===== src/rtl/pair_acc_pkg.sv =====
// Shared types and default widths for the operand-pair accumulator.
// Latency: n/a (declarations only).
// Backpressure: n/a.
// Contents: mode_e operation select, default parameter values.
package pair_acc_pkg;

    typedef enum logic [1:0] {
        MODE_ADD = 2'b00,
        MODE_SUB = 2'b01,
        MODE_ACC = 2'b10,
        MODE_MAX = 2'b11
    } mode_e;

    localparam int DEF_W     = 4;
    localparam int DEF_ACC_W = 8;
    localparam int DEF_CNT_W = 8;

endpackage


===== src/rtl/pair_acc_alu.sv =====
// Combinational arithmetic core: computes result, next accumulator and overflow for one pair.
// Latency: 0 cycles (pure combinational).
// Backpressure: none; the caller decides when to commit the outputs.
// Ports: a, b (W-bit unsigned operands), acc (current accumulator), mode (mode_e),
//        res_nxt (result to register), acc_nxt (accumulator to register), ovf_bit (this pair overflowed).
// Config: PAIR_ACC_SAT_EN selects clamping instead of wrap-around for SUB and ACC.
module pair_acc_alu
    import pair_acc_pkg::*;
#(
    parameter int W     = DEF_W,
    parameter int ACC_W = DEF_ACC_W
) (
    input  logic [W-1:0]     a,
    input  logic [W-1:0]     b,
    input  logic [ACC_W-1:0] acc,
    input  mode_e            mode,
    output logic [ACC_W-1:0] res_nxt,
    output logic [ACC_W-1:0] acc_nxt,
    output logic             ovf_bit
);

    logic [ACC_W-1:0] a_ext;
    logic [ACC_W-1:0] b_ext;
    logic [ACC_W-1:0] diff;
    logic [ACC_W:0]   acc_sum;
    logic             borrow;

    assign a_ext = {{(ACC_W-W){1'b0}}, a};
    assign b_ext = {{(ACC_W-W){1'b0}}, b};
    assign diff  = a_ext - b_ext;
    assign borrow = (a < b);
    // One extra bit catches the carry; a+b never exceeds 2^ACC_W-1 because ACC_W >= W+1.
    assign acc_sum = {1'b0, acc} + {1'b0, a_ext} + {1'b0, b_ext};

    always_comb begin
        res_nxt = '0;
        acc_nxt = acc;
        ovf_bit = 1'b0;
        case (mode)
            MODE_ADD: begin
                res_nxt = a_ext + b_ext;
            end
            MODE_SUB: begin
                ovf_bit = borrow;
`ifdef PAIR_ACC_SAT_EN
                res_nxt = borrow ? '0 : diff;
`else
                res_nxt = diff;
`endif
            end
            MODE_ACC: begin
                ovf_bit = acc_sum[ACC_W];
`ifdef PAIR_ACC_SAT_EN
                acc_nxt = acc_sum[ACC_W] ? '1 : acc_sum[ACC_W-1:0];
`else
                acc_nxt = acc_sum[ACC_W-1:0];
`endif
                res_nxt = acc_nxt;
            end
            MODE_MAX: begin
                // Ties return a.
                res_nxt = (a >= b) ? a_ext : b_ext;
            end
            default: begin
                res_nxt = '0;
            end
        endcase
    end

endmodule


===== src/rtl/pair_accumulator.sv =====
// Operand-pair arithmetic engine with running accumulator, sticky overflow and pair counter.
// Latency: 1 cycle from accepted pair to out_valid/result.
// Backpressure: in_ready = !out_valid || out_ready; a held result freezes all state except clear.
// Ports: clk, rst_n (sync, active-low); in_valid/in_ready/op_a/op_b/mode/clear on the input side;
//        out_valid/out_ready/result on the output side; ovf (sticky) and count (saturating) status.
// Config: PAIR_ACC_SAT_EN enables saturating SUB/ACC (handled inside pair_acc_alu).
module pair_accumulator
    import pair_acc_pkg::*;
#(
    parameter int W     = DEF_W,
    parameter int ACC_W = DEF_ACC_W,
    parameter int CNT_W = DEF_CNT_W
) (
    input  logic             clk,
    input  logic             rst_n,
    input  logic             in_valid,
    output logic             in_ready,
    input  logic [W-1:0]     op_a,
    input  logic [W-1:0]     op_b,
    input  logic [1:0]       mode,
    input  logic             clear,
    output logic             out_valid,
    input  logic             out_ready,
    output logic [ACC_W-1:0] result,
    output logic             ovf,
    output logic [CNT_W-1:0] count
);

    logic [ACC_W-1:0] acc_q;
    logic [ACC_W-1:0] acc_base;
    logic             ovf_base;
    logic [CNT_W-1:0] cnt_base;
    logic [ACC_W-1:0] alu_res;
    logic [ACC_W-1:0] alu_acc;
    logic             alu_ovf;
    logic             accept;

    assign in_ready = !out_valid || out_ready;
    assign accept   = in_valid && in_ready;

    // Clear takes effect before a same-cycle pair, so the pair sees zeroed state.
    assign acc_base = clear ? '0 : acc_q;
    assign ovf_base = clear ? 1'b0 : ovf;
    assign cnt_base = clear ? '0 : count;

    pair_acc_alu #(
        .W     (W),
        .ACC_W (ACC_W)
    ) u_alu (
        .a       (op_a),
        .b       (op_b),
        .acc     (acc_base),
        .mode    (mode_e'(mode)),
        .res_nxt (alu_res),
        .acc_nxt (alu_acc),
        .ovf_bit (alu_ovf)
    );

    always_ff @(posedge clk) begin
        if (!rst_n) begin
            out_valid <= 1'b0;
            result    <= '0;
            acc_q     <= '0;
            ovf       <= 1'b0;
            count     <= '0;
        end else if (accept) begin
            out_valid <= 1'b1;
            result    <= alu_res;
            acc_q     <= alu_acc;
            ovf       <= ovf_base | alu_ovf;
            count     <= (cnt_base == '1) ? cnt_base : cnt_base + CNT_W'(1);
        end else begin
            if (out_ready) begin
                out_valid <= 1'b0;
            end
            if (clear) begin
                acc_q <= '0;
                ovf   <= 1'b0;
                count <= '0;
            end
        end
    end

endmodule


===== config.mk =====
export PLATFORM = sky130hd
export DESIGN_NAME = pair_accumulator
export DESIGN_NICKNAME = d
export VERILOG_FILES = /design/src/rtl/pair_acc_pkg.sv /design/src/rtl/pair_acc_alu.sv /design/src/rtl/pair_accumulator.sv
export SDC_FILE = /design/constraint.sdc
export NUM_CORES = 1
export LEC_CHECK = 0
export ABC_AREA = 1
export BUFFER_PORTS_ARGS = -buffer_cell sky130_fd_sc_hd__buf_2
export CAP_MARGIN = 10
export CORE_MARGIN = 3
export CORE_UTILIZATION = 45
export CTS_CLUSTER_DIAMETER = 60
export DETAILED_ROUTE_END_ITERATION = 8
export PLACE_DENSITY_LB_ADDON = 0.1
export SLEW_MARGIN = 20
export SYNTH_ARGS = -nofsm -noshare
export SYNTH_HDL_FRONTEND = slang
export SYNTH_SLANG_ARGS = --single-unit

===== constraint.sdc =====
create_clock -name clk -period 2.7 [get_ports clk]
set_clock_uncertainty 0.1 [all_clocks]
set_input_delay 0.54 -clock clk [delete_from_list [all_inputs] [get_ports clk]]
set_output_delay 0.54 -clock clk [all_outputs]
set_load 0.005 [all_outputs]

Word level (Yosys, flattened, before mapping). Cells that the tools add are included. Widths: inputs -> output; s select.

Input bits: 15. Bits in registers: 26.

Bitwise operators: 1. Reductions and logical operators: 5. $lt $le $gt $ge: 2. $add $sub $neg: 5. Muxes and demuxes: 13. Equal/unequal tests: 4.

Operators with widths (number): $mux 8 (6); $pmux 8 s4 (1); $add 8x4->9 (1); $add 9x4->9 (1); $add 8x1->8 const B (1); $eq 8x8->1 const B (1); $add 4x4->5 (1); $sub 4x4->5 (1); $eq 2x2->1 const B (2); $ge 4x4->1 (1); $lt 4x4->1 (1); $mux 1 (4); $mux 4 (1); $eq 2x1->1 const B (1); $logic_not 2->1 (1); $pmux 1 s2 (1); $reduce_bool 2->1 (1); $logic_and 1x1->1 (1); $logic_not 1->1 (1); $logic_or 1x1->1 (1); $or 1x1->1 (1).

Logic depth before layout (Yosys ltp).
Word-level depth: 6. Depth in mapped cells: 15.

Cells and area by module. Synthesis repeated with hierarchy kept, for this count alone.

Cell total of the unflattened synthesis: 307. Area total of the unflattened synthesis: 2104.5 sq um.

By module, submodules not included: pair_accumulator (sequential area each 520.5 sq um, instances 1, area each 1152.4 sq um, cells each 160); pair_acc_alu (sequential area each 0.0 sq um, instances 1, area each 952.2 sq um, cells each 147).

Worst setup path before layout. No wires, ideal clock.

Kind: in2reg. Start point: input clear. End point: register result[7]. Cell stages on the path: 14. Path slack: -0.035 ns. Required time: 2.530 ns. Path buffers: 0. Arrival time: 2.565 ns. Library setup time: 0.070 ns. Cell sequence: bufinv_8 -> nand2_1 -> inv_1 -> fa_1 -> ha_1 -> fa_1 -> nand3_1 -> nand3_1 -> nand2_1 -> xor2_1 -> nand2_1 -> nand2_1 -> nand2_1 -> a21oi_1.

Longest elaborated chain between the ends: 4.

RTL lines: start, declared (line pair_accumulator.sv:21) `input logic clear,`; $mux 8; $add 8x4->9 (line pair_acc_alu.sv:33) `assign acc_sum = {1'b0, acc} + {1'b0, a_ext} + {1'b0, b_ext};`; $add 9x4->9 (line pair_acc_alu.sv:33); $pmux 8 s4 (line pair_acc_alu.sv:39) `case (mode)`; end signal, assigned (line pair_accumulator.sv:68) `result <= alu_res;`; end, declared (line pair_accumulator.sv:24) `output logic [ACC_W-1:0] result,`.

Every way passes these cells. A chain may end at the register's enable or synchronous reset.

Final worst setup path. Same ends and word-level chain as after synthesis.

==> results.yml <==
outcome:
  outcome: "completed"
yosys:
  yosys_warnings: 0
  postSynthAreaPerCell_sq_um: 6.855
  syn_nets: 342
  synth-async-reset-ratio_pct: 0
  synth_cells: 303
  synth_seq_cells: 26
  synth_edf_count: 0
  yosysSeqAreaShare_pct: 25.06
  netlist_area_sq_um: 2077
  ys_types: 35
  synth_ff_type: "dfxtp_1"
setup_path:
  path_common_cell: "nand2_1"
  endpoint_kind: "flip-flop"
  path_max_fanout: 4
  crit_family: "adder cells"
  cpMaxStageDelayCell: "fa_1"
  regToRegSetupSlack_ns: 0.25
  cp_num_buf_inv: 3
  critPathKind: "in2reg"
  critPathArrivalTime_ns: 2.70
  required_ns: 2.80
  cpPeakStageDelay_ns: 0.43
  cp_cell_sequence: "buf_2 > bufinv_8 > nand2_1 > inv_1 > fa_1 > ha_2 > fa_2 > nand3_2 > nand3_2 > nand2_1 > xor2_1 > nand2_1 > nand2_1 > nand2_1 > a21oi_1"
  worst_setup_path_start_kind: "input port"
die:
  die_w_um: 73.94
  ioPinCount: 34
  start_util_pct: 47.05
  die_y_um: 73.94
  coreArea_sq_um: 4414
  dieArea_sq_um: 5466
  fp-row-count: 24
global_routing:
  grt_use_total_pct: 18.66
  antenna_found_initial: 0
  grt_start_max_net_pins: 19
  grt_pass1_vias: 1717
  grt_pass1_wl_um: 8073
  grt-ovfl-total: 0
clocking:
  cts.clk_slew.worst_paths_ns: 0.09
  cts_root_buffer: "clkbuf_8"
  cts_tree: "yes"
  cts_buffer_depth: 2
  clk_latency_ns: 0.27
  clock-sinks: 26
  cts_buffers: 3
  cts_htree_levels: 1
placed_design:
  portBuffers: 33
  placed_cells: 391
  gp_congestion: 0.8693
  pre_cts_ws_ns: -0.2522
  dp_hpwl_um: 4020
  placed_area_sq_um: 2349
cells_and_area:
  final_layout_size_suffix_gt1_share_pct: 20.06
  final_cell_area_sq_um: 2424
  fillers: 457
  stdcell_count: 396
  area_delta_synth_final_pct: 16.69
  antenna_cells_inserted: 0
  nets: 384
detailed_routing:
  ant_nets: 0
  first_pass_iters: 4
  routed_wl_um: 4945
  vias: 1996
  first_iter_violations: 112
  vias_per_cell: 5.040
  wl_per_cell_um: 12.49
  drc_errors: 0
power_and_ir_drop:
  leakage_uw: 0.001238
  vdd_drop_max_uv: 205.4
  cellPowerDensity_nw_per_um2: 382.6
sta:
  rsz0062_at_grt: "true"
  worst_pin_slew_ns: 0.5098
  timing.final.crit_share_pct: 96.39
  hold_viol_final: 0
  fmax_mhz: 384.2
  finalSetupViolations: 0
  slew_headroom_pct: 65.81
  report.final.slew_viol_count: 0
  worst_slack_ns: 0.09739
  period_needed_ns: 2.603
flow_run:
  drv_cap: 0
worst_hold_path:
  hold_class: "reg2reg"
==> logic make-up after synthesis <==
kind of cell	synth area share, %
XOR/XNOR	1.687
AND/OR/NAND/NOR	30.78
AO/OA/AOI/OAI	14.10
adder cells (fa/ha/maj)	16.99
buffers and inverters	11.39
flip-flops	25.06
==> registers in the layout (all words and copies together) (netlist names) <==
register and flops:
acc_q 8, count 8, result 8, out_valid 1
ovf 1
==> metal layers <==
metal | part of all wire, % | vias up | global-route usage (%) | wire length [um]
met3 | 4.2 | 4 | 3.108 | 209
met4 | 0.49 | 0 | 2.414 | 24
met5 | 0 | - | 0 | 0
met2 | 47 | 38 | 30.12 | 2306
met1 | 49 | 905 | 26.96 | 2404
li1 | - | 1049 | - | -
==> final timing paths <==
kind         startpoint        end  depth (start not counted)
max               clear  result[7]                         15
min                 ovf        ovf                          2
max reg2reg    acc_q[3]  result[4]                         10
min reg2reg         ovf        ovf                          2
==> power by group <==
part           leakage [uW]  internal [uW]  switching (uW)
logic              0.000998            108             160
registers          0.000212            397            6.08
clock network     0.0000288            131             125
total               0.00124            636             291
==> cell type report <==
| cell class | instances | area [sq um] | area share, % |
|---|---|---|---|
| Clock buffer | 4 | 55.05 | 2.272 |
| Multi-Input combinational cell | 221 | 1338 | 55.19 |
| Tap cell | 52 | 65.06 | 2.685 |
| Inverter | 49 | 197.7 | 8.157 |
| Timing Repair Buffer | 44 | 247.7 | 10.22 |
| Sequential cell | 26 | 520.5 | 21.48 |
==> synthesized netlist by cell type (3+ instances only) <==
library cell,n,area share [%]
nor2_1,35,6.3
fa_1,7,6.7
o21ai_1,7,1.7
a21oi_1,24,5.8
ha_1,17,10
nand2_2,4,1.2
inv_1,47,8.5
xor2_1,3,1.3
nand3_1,23,5.5
o21ai_0,7,1.7
a211oi_1,5,1.8
nand2_1,67,12
buf_2,4,0.96
dfxtp_1,26,25
nor2_2,4,1.2
==> tightest hold or removal path, cell delays in order (launching register included) <==
cell     delay [ns]
dfxtp_1        0.32
nand2_1        0.06
a21oi_1        0.05
==> cells in the final DEF (no fill, tap or decap), types with 2 or more instances in the layout <==
cell type / count
clkbuf_8: 4
a211oi_1: 5
buf_2: 33
o21ai_1: 7
nand2_2: 4
o21ai_0: 7
a21oi_1: 24
nor3_2: 2
nand2_1: 67
nor2_2: 5
buf_4: 11
inv_1: 47
nand3_1: 21
fa_1: 6
nor2_1: 34
nor3_1: 2
dfxtp_1: 26
nand3_2: 2
ha_1: 16
xor2_1: 3
==> per-stage QoR <==
stage / util, % / power, uW / TNS [ns] / hold slack, ns
floorplan: - / 582.7 / 0 / 0.3542
global placement: 53.20 / 674.9 / -0.8452 / 0.3537
detailed placement: 53.20 / 675.3 / -1.190 / 0.3517
CTS: 54.45 / 929.1 / 0 / 0.3657
global route: 54.90 / 983.9 / -0.03211 / 0.3854
finish: 54.90 / 927.3 / 0 / 0.3661
==> timing repair <==
| item | CTS | global route |
|---|---|---|
| hold buffers | 0 | 0 |
| setup endpoints to repair | 0 | 4 |
| gates resized for setup | 0 | 3 |
| buffers inserted | 0 | 1 |
| hold endpoints to repair | 0 | 0 |
No activity file was read; power rests on OpenSTA's default activity.
